[config.mk]
export PLATFORM = sky130hd
export DESIGN_NAME = hb_interp2
export DESIGN_NICKNAME = d
export VERILOG_FILES = /design/src/rtl/hb_interp2.sv
export SDC_FILE = /design/constraint.sdc
export NUM_CORES = 2
export LEC_CHECK = 0
export ABC_CLOCK_PERIOD_IN_PS = 26400
export CORE_ASPECT_RATIO = 0.75
export CORE_UTILIZATION = 33
export DETAILED_ROUTE_END_ITERATION = 12
export SLEW_MARGIN = 20
export SYNTH_ARGS = -nofsm -noshare
export SYNTH_HDL_FRONTEND = slang
export SYNTH_SLANG_ARGS = --single-unit
[constraint.sdc]
create_clock -name clk -period 26.4 [get_ports clk]
set_input_delay 5.28 -clock clk [delete_from_list [all_inputs] [get_ports clk]]
set_output_delay 5.28 -clock clk [all_outputs]
set_load 0.1 [all_outputs]
[src/rtl/hb_interp2.sv]
// Halfband x2 interpolator: 27-tap halfband prototype in polyphase form, shift-add coefficients.
// One input accepted per 6 clocks; emits the interpolated point A, then the centre sample B.
module hb_interp2 #(
    parameter int unsigned DW   = 16,
    parameter int unsigned ACCW = 36
) (
    input  logic                 clk,
    input  logic                 reset,
    input  logic signed [DW-1:0] x_in,
    input  logic                 x_in_valid,
    output logic                 x_in_ready,
    output logic signed [DW-1:0] y_out,
    output logic                 y_out_valid
);

    typedef enum logic [2:0] {StIdle, StPair, StMult, StAcc, StOutA, StOutB} state_e;

    localparam logic signed [ACCW-1:0] YMax = {{(ACCW-DW+1){1'b0}}, {(DW-1){1'b1}}};
    localparam logic signed [ACCW-1:0] YMin = {{(ACCW-DW+1){1'b1}}, {(DW-1){1'b0}}};

    state_e                 state_q, state_d;
    logic signed [DW-1:0]   d_q[14], d_d[14];
    logic signed [DW:0]     p_q[7], p_d[7];
    logic signed [DW-1:0]   ctr_q, ctr_d;
    logic signed [ACCW-1:0] prod_q[7], prod_d[7];
    logic signed [ACCW-1:0] acc_q, acc_d;
    logic signed [DW-1:0]   y_q, y_d;
    logic                   yv_q, yv_d;

    logic signed [ACCW-1:0] pe[7];
    logic signed [ACCW-1:0] m[7];
    logic signed [ACCW-1:0] acc_sum;
    logic signed [ACCW-1:0] sh;

    assign x_in_ready  = (state_q == StIdle);
    assign y_out       = y_q;
    assign y_out_valid = yv_q;

    always_comb begin
        for (int k = 0; k < 7; k++) begin
            pe[k] = $signed({{(ACCW-DW-1){p_q[k][DW]}}, p_q[k]});
        end
        // c0..c6 = 3, -25, 117, -394, 1078, -2753, 10165
        m[0] = (pe[0] <<< 1) + pe[0];
        m[1] = -((pe[1] <<< 4) + (pe[1] <<< 3) + pe[1]);
        m[2] = (pe[2] <<< 6) + (pe[2] <<< 5) + (pe[2] <<< 4) + (pe[2] <<< 2) + pe[2];
        m[3] = -((pe[3] <<< 8) + (pe[3] <<< 7) + (pe[3] <<< 3) + (pe[3] <<< 1));
        m[4] = (pe[4] <<< 10) + (pe[4] <<< 5) + (pe[4] <<< 4) + (pe[4] <<< 2) + (pe[4] <<< 1);
        m[5] = -((pe[5] <<< 11) + (pe[5] <<< 9) + (pe[5] <<< 7) + (pe[5] <<< 6) + pe[5]);
        m[6] = (pe[6] <<< 13) + (pe[6] <<< 10) + (pe[6] <<< 9) + (pe[6] <<< 8)
             + (pe[6] <<< 7) + (pe[6] <<< 5) + (pe[6] <<< 4) + (pe[6] <<< 2) + pe[6];

        acc_sum = '0;
        for (int k = 0; k < 7; k++) begin
            acc_sum = acc_sum + prod_q[k];
        end
        // >>>14 takes Q30 to Q15 and applies the interpolation gain of 2
        sh = acc_q >>> 14;
    end

    always_comb begin
        state_d = state_q;
        d_d     = d_q;
        p_d     = p_q;
        ctr_d   = ctr_q;
        prod_d  = prod_q;
        acc_d   = acc_q;
        y_d     = y_q;
        yv_d    = 1'b0;
        unique case (state_q)
            StIdle: begin
                if (x_in_valid) begin
                    d_d[0] = x_in;
                    for (int k = 1; k < 14; k++) begin
                        d_d[k] = d_q[k-1];
                    end
                    state_d = StPair;
                end
            end
            StPair: begin
                for (int k = 0; k < 7; k++) begin
                    p_d[k] = $signed({d_q[k][DW-1], d_q[k]}) + $signed({d_q[13-k][DW-1], d_q[13-k]});
                end
                ctr_d   = d_q[6];
                state_d = StMult;
            end
            StMult: begin
                prod_d  = m;
                state_d = StAcc;
            end
            StAcc: begin
                acc_d   = acc_sum;
                state_d = StOutA;
            end
            StOutA: begin
                if (sh > YMax) begin
                    y_d = YMax[DW-1:0];
                end else if (sh < YMin) begin
                    y_d = YMin[DW-1:0];
                end else begin
                    y_d = sh[DW-1:0];
                end
                yv_d    = 1'b1;
                state_d = StOutB;
            end
            StOutB: begin
                y_d     = ctr_q;
                yv_d    = 1'b1;
                state_d = StIdle;
            end
            default: state_d = StIdle;
        endcase
    end

    always_ff @(posedge clk or posedge reset) begin
        if (reset) begin
            state_q <= StIdle;
            for (int k = 0; k < 14; k++) begin
                d_q[k] <= '0;
            end
            for (int k = 0; k < 7; k++) begin
                p_q[k]    <= '0;
                prod_q[k] <= '0;
            end
            ctr_q <= '0;
            acc_q <= '0;
            y_q   <= '0;
            yv_q  <= 1'b0;
        end else begin
            state_q <= state_d;
            d_q     <= d_d;
            p_q     <= p_d;
            ctr_q   <= ctr_d;
            prod_q  <= prod_d;
            acc_q   <= acc_d;
            y_q     <= y_d;
            yv_q    <= yv_d;
        end
    end

endmodule

After elaboration in Yosys (flattened, before gate mapping) --
Cells that the tools add are included.
Cells by class: eq/ne operators 6, reductions and logical operators 4, add/sub/neg operators 42, muxes and demuxes 6, order comparisons 2
Operators with widths (count):
- $add A36 B36 Y36 | 6
- $add A16 B16 Y17 | 7
- $add A35 B21 Y36 | 1
- $add A36 B17 Y36 | 1
- $add A36 B19 Y36 | 1
- $neg A23 Y36 | 1
- $neg A28 Y36 | 1
- $neg A32 Y36 | 1
- $add A34 B22 Y35 | 1
- $add A33 B24 Y34 | 1
- $add A32 B25 Y33 | 1
- $add A31 B17 Y32 | 1
- $add A31 B26 Y32 | 1
- $mux W16 | 2
- $pmux W16 S2 | 1
- $add A30 B18 Y31 | 1
- $add A30 B23 Y31 | 1
- $add A30 B27 Y31 | 1
- $add A29 B19 Y30 | 1
- $add A29 B24 Y30 | 1
- $add A28 B21 Y29 | 1
- $add A28 B26 Y29 | 1
- $add A27 B18 Y28 | 1
- $add A27 B22 Y28 | 1
- 22 further kinds | 24
Word-level totals: flip-flop bits (word level) 667, word-level logic and storage cells 93, output and inout bits 18, input port bits 19

Depth between registers and ports, before layout --
word-level depth 8, gate-level depth with buffers 22, gate-level depth less buffers 22

Worst setup path before layout --
Ideal clock, no wire load.
path type reg-to-output, start point register state_q[1], end point output port x_in_ready, required time 21.120 ns, arrival time 2.614 ns, buffers on the path 1, path slack 18.506 ns, stages on the path, launching flop included 3, cell sequence dfrtp_1 > clkbuf_1 > nor3_1
Between the ends: longest elaborated chain between the ends 1
RTL lines:
- start, declared | line 21 | state_e state_q, state_d;
- start signal, assigned | line 117 | state_q <= StIdle;
- start signal, assigned | line 130 | state_q <= state_d;
- $logic_not A3 Y1 | line 35 | assign x_in_ready = (state_q == StIdle);
- end, declared | line 11 | output logic x_in_ready,
No other way between the ends.

Final worst setup path --
start point register state_q[0], end point output port x_in_ready
Same word-level chain as after synthesis.

==> metrics.txt <==
# TYPE chip_impl_metric gauge
chip_impl_metric{name="synth-seq-area-share",unit="%"} 32.60
chip_impl_metric{name="place_area",unit="um^2"} 50040
chip_impl_metric{name="initialDrtViolationCount",unit=""} 2301
chip_impl_info{name="run_status",value="complete, no violations"} 1
chip_impl_metric{name="drt_first_pass_iters",unit=""} 7
chip_impl_metric{name="placementRows",unit=""} 120
chip_impl_metric{name="synth_enable_flop_cells",unit=""} 0
chip_impl_metric{name="io_pins",unit=""} 37
chip_impl_metric{name="final-hold-violation-count",unit=""} 0
chip_impl_metric{name="drv.max_cap_violation_count",unit=""} 0
chip_impl_info{name="path_class",value="flip-flop to primary output"} 1
chip_impl_metric{name="grt_overflow_total",unit=""} 0
chip_impl_info{name="timing.critical_path.to_type",value="primary output"} 1
chip_impl_metric{name="final_min_period_over_clock_period",unit="%"} 31.20
chip_impl_metric{name="worst_skew_pair.late_latency",unit="ns"} 0.67
chip_impl_metric{name="drt.antenna.violating_nets",unit=""} 0
chip_impl_metric{name="cts_resized",unit=""} 0
chip_impl_info{name="unrepaired_setup_endpoints_after_global_routing",value="false"} 1
chip_impl_metric{name="drt-met1-wl",unit="um"} 63530
chip_impl_metric{name="hpwl",unit="um"} 95810
chip_impl_metric{name="drcViolationCount",unit=""} 0
chip_impl_metric{name="h-tree-depth",unit=""} 3
chip_impl_info{name="critical_path.startpoint",value="state_q[0]"} 1
chip_impl_metric{name="synth_cell_type_count",unit=""} 81
chip_impl_info{name="holdCritPathClass",value="flip-flop to flip-flop"} 1
chip_impl_metric{name="postSynthRegisterBits",unit=""} 620
chip_impl_metric{name="cts-hold-fix-buffers",unit=""} 0
chip_impl_metric{name="fin_cells",unit=""} 6613
chip_impl_info{name="clock-root-buffer",value="sky130_fd_sc_hd__clkbuf_16"} 1
chip_impl_metric{name="synthesis.area_per_instance",unit="um^2"} 10.20
chip_impl_metric{name="post_drt_via_cell_ratio",unit=""} 4.822
chip_impl_metric{name="wire_per_inst",unit="um"} 18.13
chip_impl_metric{name="worst-r2r-setup-slack",unit="ns"} 20.36
chip_impl_info{name="start_kind",value="flip-flop"} 1
chip_impl_metric{name="number_of_nets_in_the_layout",unit=""} 5605
chip_impl_info{name="crit_path_top_delay_cell",value="sky130_fd_sc_hd__clkdlybuf4s50_1"} 1
chip_impl_info{name="worstPathCellList",value="nor3_1 > clkdlybuf4s50_1"} 1
chip_impl_info{name="ff_to_ff_start",value="prod_q[2]"} 1
chip_impl_metric{name="routed-via-count",unit=""} 31887
chip_impl_metric{name="synthesis.nets",unit=""} 5598
chip_impl_metric{name="drt_wl_total",unit="um"} 119900
chip_impl_metric{name="layout_min_cycle_time",unit="ns"} 8.236
chip_impl_metric{name="fraction_of_registers_with_async_set_reset",unit="%"} 100.0
chip_impl_metric{name="layout-area-overhead-vs-synth",unit="%"} 9.708
chip_impl_info{name="ys_top_cells_by_area",value="sky130_fd_sc_hd__dfrtp_1 33%, sky130_fd_sc_hd__fa_1 19%, sky130_fd_sc_hd__ha_1 12%"} 1
chip_impl_metric{name="layout-drive-gt1-share",unit="%"} 8.134
chip_impl_metric{name="routed-wl-met2",unit="um"} 46860
chip_impl_metric{name="setup_tns_final",unit="ns"} 0
chip_impl_metric{name="maxClockFrequency",unit="MHz"} 121.4
chip_impl_metric{name="yosysTopAreaCellShare",unit="%"} 32.60
chip_impl_info{name="worstHoldStart",value="ctr_q[13]"} 1
chip_impl_metric{name="clkTransAtPathRegs",unit="ns"} 0.06
chip_impl_metric{name="critical_path_required",unit="ns"} 21.12
chip_impl_metric{name="grt.total_usage",unit="%"} 16.96
chip_impl_info{name="leading_post_synthesis_cells_by_instance_count",value="728 x sky130_fd_sc_hd__inv_1, 620 x sky130_fd_sc_hd__dfrtp_1, 546 x sky130_fd_sc_hd__nand2_1"} 1
chip_impl_metric{name="port_buffers",unit=""} 36
chip_impl_metric{name="crit_fanout",unit=""} 24
chip_impl_metric{name="crit_path_max_incr_delay",unit="ns"} 1.21
chip_impl_metric{name="grt_pass1_wl",unit="um"} 190500
chip_impl_metric{name="core_region_area",unit="um^2"} 142900
chip_impl_info{name="synth-main-ff-cell",value="sky130_fd_sc_hd__dfrtp_1"} 1
chip_impl_metric{name="met3_wirelength",unit="um"} 7520
chip_impl_metric{name="worst_clock_skew",unit="ns"} 0.03007
chip_impl_metric{name="place.gp.congestion",unit=""} 0.8627
chip_impl_info{name="cts_tree",value="built"} 1
chip_impl_metric{name="die_span_x",unit="um"} 440.5
chip_impl_metric{name="dieHeight",unit="um"} 330.9
chip_impl_metric{name="floorplan.initialDensity",unit="%"} 33.30
chip_impl_metric{name="post-route-cell-area",unit="um^2"} 52220
chip_impl_metric{name="worst_slew_margin_rel",unit="%"} 29.21
chip_impl_metric{name="mapped_area",unit="um^2"} 47600
chip_impl_info{name="maxUsedRoutingLayer",value="met5"} 1
chip_impl_metric{name="worstPathArrival",unit="ns"} 2.96
chip_impl_info{name="synthMostInstantiatedCell",value="sky130_fd_sc_hd__inv_1"} 1
chip_impl_metric{name="cts.path.max_buffers",unit=""} 3
chip_impl_metric{name="placed_cells",unit=""} 6496
chip_impl_metric{name="actual_transition_at_the_worst_max_transition_pin",unit="ns"} 1.058
chip_impl_metric{name="synth_cells",unit=""} 4667
chip_impl_metric{name="finalSetupViolCount",unit=""} 0
chip_impl_metric{name="grt_start_max_net_pins",unit=""} 118
chip_impl_metric{name="slew_violations",unit=""} 0
chip_impl_metric{name="grt_antenna_before_repair",unit=""} 6
chip_impl_info{name="synth_top_cell_by_area",value="sky130_fd_sc_hd__dfrtp_1"} 1
chip_impl_metric{name="cts.repair_timing.setup_buffer_count",unit=""} 0
chip_impl_metric{name="die-area",unit="um^2"} 145800
chip_impl_metric{name="via_count_of_the_first_global_routing_pass",unit=""} 31921
chip_impl_metric{name="cts.sinks",unit=""} 620
chip_impl_metric{name="final.hold.worst_slack",unit="ns"} 0.4708
chip_impl_metric{name="tritoncts.num_buffers",unit=""} 66
chip_impl_metric{name="syn_warnings",unit=""} 0
## flip-flops by register name, summed over array words and instances (netlist names)
signal / cells
acc_q: 22
ctr_q: 16
d_q: 224
p_q: 119
prod_q: 219
state_q: 3
y_out: 16
y_out_valid: 1
## layout make-up
type,count,area (um^2)
Fill cell,14372,90720
Clock inverter,18,226.5
Inverter,728,2740
Tap cell,1891,2366
Clock buffer,97,1919
Antenna cell,1,2.502
Multi-Input combinational cell,3201,28900
Timing Repair Buffer,57,550.5
Sequential cell,620,15510
## stage by stage
step	setup WS (ns)	util [%]
2_1_floorplan	3.758	-
3_3_place_gp	17.89	35.01
3_5_place_dp	17.86	35.01
4_1_cts	18.16	36.51
5_1_grt	18.03	36.53
6_report	18.16	36.53
## final timing paths
| path | endpoint | cells past startpoint |
|---|---|---|
| min in group asynchronous | d_q[67] | 2 |
| max in group asynchronous | d_q[188] | 4 |
| worst min register to register | ctr_q[13] | 2 |
| worst max-delay path | x_in_ready | 2 |
| worst max register to register | acc_q[34] | 21 |
| worst min-delay path | ctr_q[13] | 2 |
## critical path, delay by kind of cell, from the launching register on
| family | cells | cell delay, ns |
|---|---|---|
| buf+inv | 1 | 1.21 |
| flops | 1 | 0.70 |
| simple gates | 1 | 0.39 |
## metal layers
metal / global-route usage [%] / up-vias
met2: 22.88 / 589
met5: 0.3226 / -
met1: 26.91 / 15808
met3: 4.137 / 111
li1: - / 15371
met4: 3.167 / 8
## cell usage in the layout, fill, tap and decap left out, types with 13 or more instances in the layout
cell type and instances:
sky130_fd_sc_hd__inv_1 727, sky130_fd_sc_hd__dfrtp_1 620, sky130_fd_sc_hd__nand2_1 544, sky130_fd_sc_hd__ha_1 467
sky130_fd_sc_hd__fa_1 445, sky130_fd_sc_hd__o21ai_0 389, sky130_fd_sc_hd__mux2_2 212, sky130_fd_sc_hd__a21oi_1 182
sky130_fd_sc_hd__nor2_1 144, sky130_fd_sc_hd__xnor2_1 126, sky130_fd_sc_hd__xor2_1 107, sky130_fd_sc_hd__a21o_1 86
sky130_fd_sc_hd__clkbuf_16 67, sky130_fd_sc_hd__o31ai_1 44, sky130_fd_sc_hd__nor3_1 36, sky130_fd_sc_hd__clkdlybuf4s50_1 36
sky130_fd_sc_hd__o21a_1 34, sky130_fd_sc_hd__nand2b_1 32, sky130_fd_sc_hd__nand3_1 28, sky130_fd_sc_hd__nor2b_1 26
sky130_fd_sc_hd__o21bai_1 24, sky130_fd_sc_hd__a21boi_0 19, sky130_fd_sc_hd__buf_4 19, sky130_fd_sc_hd__nand3b_1 18
sky130_fd_sc_hd__a31oi_1 17, sky130_fd_sc_hd__and3_1 17, sky130_fd_sc_hd__clkbuf_1 17, sky130_fd_sc_hd__a211oi_1 16
sky130_fd_sc_hd__o21ai_1 14, sky130_fd_sc_hd__a211o_1 14, sky130_fd_sc_hd__clkbuf_8 13
## kinds of logic (layout without fill, tap and decap cells)
kind of cell,count (synthesis),count (layout),share of synthesized area [%]
compound gates,928,928,11.94
mux,214,214,5.058
xor+xnor,233,233,4.288
simple gates,914,914,8.383
buf+inv,846,900,6.743
other cells,0,1,0
fa+ha+maj,912,912,30.99
flops,620,620,32.60
Power is left out: the tool's default activity adds up to more than one toggle a clock period on the data nets, which glitch-free logic cannot reach.
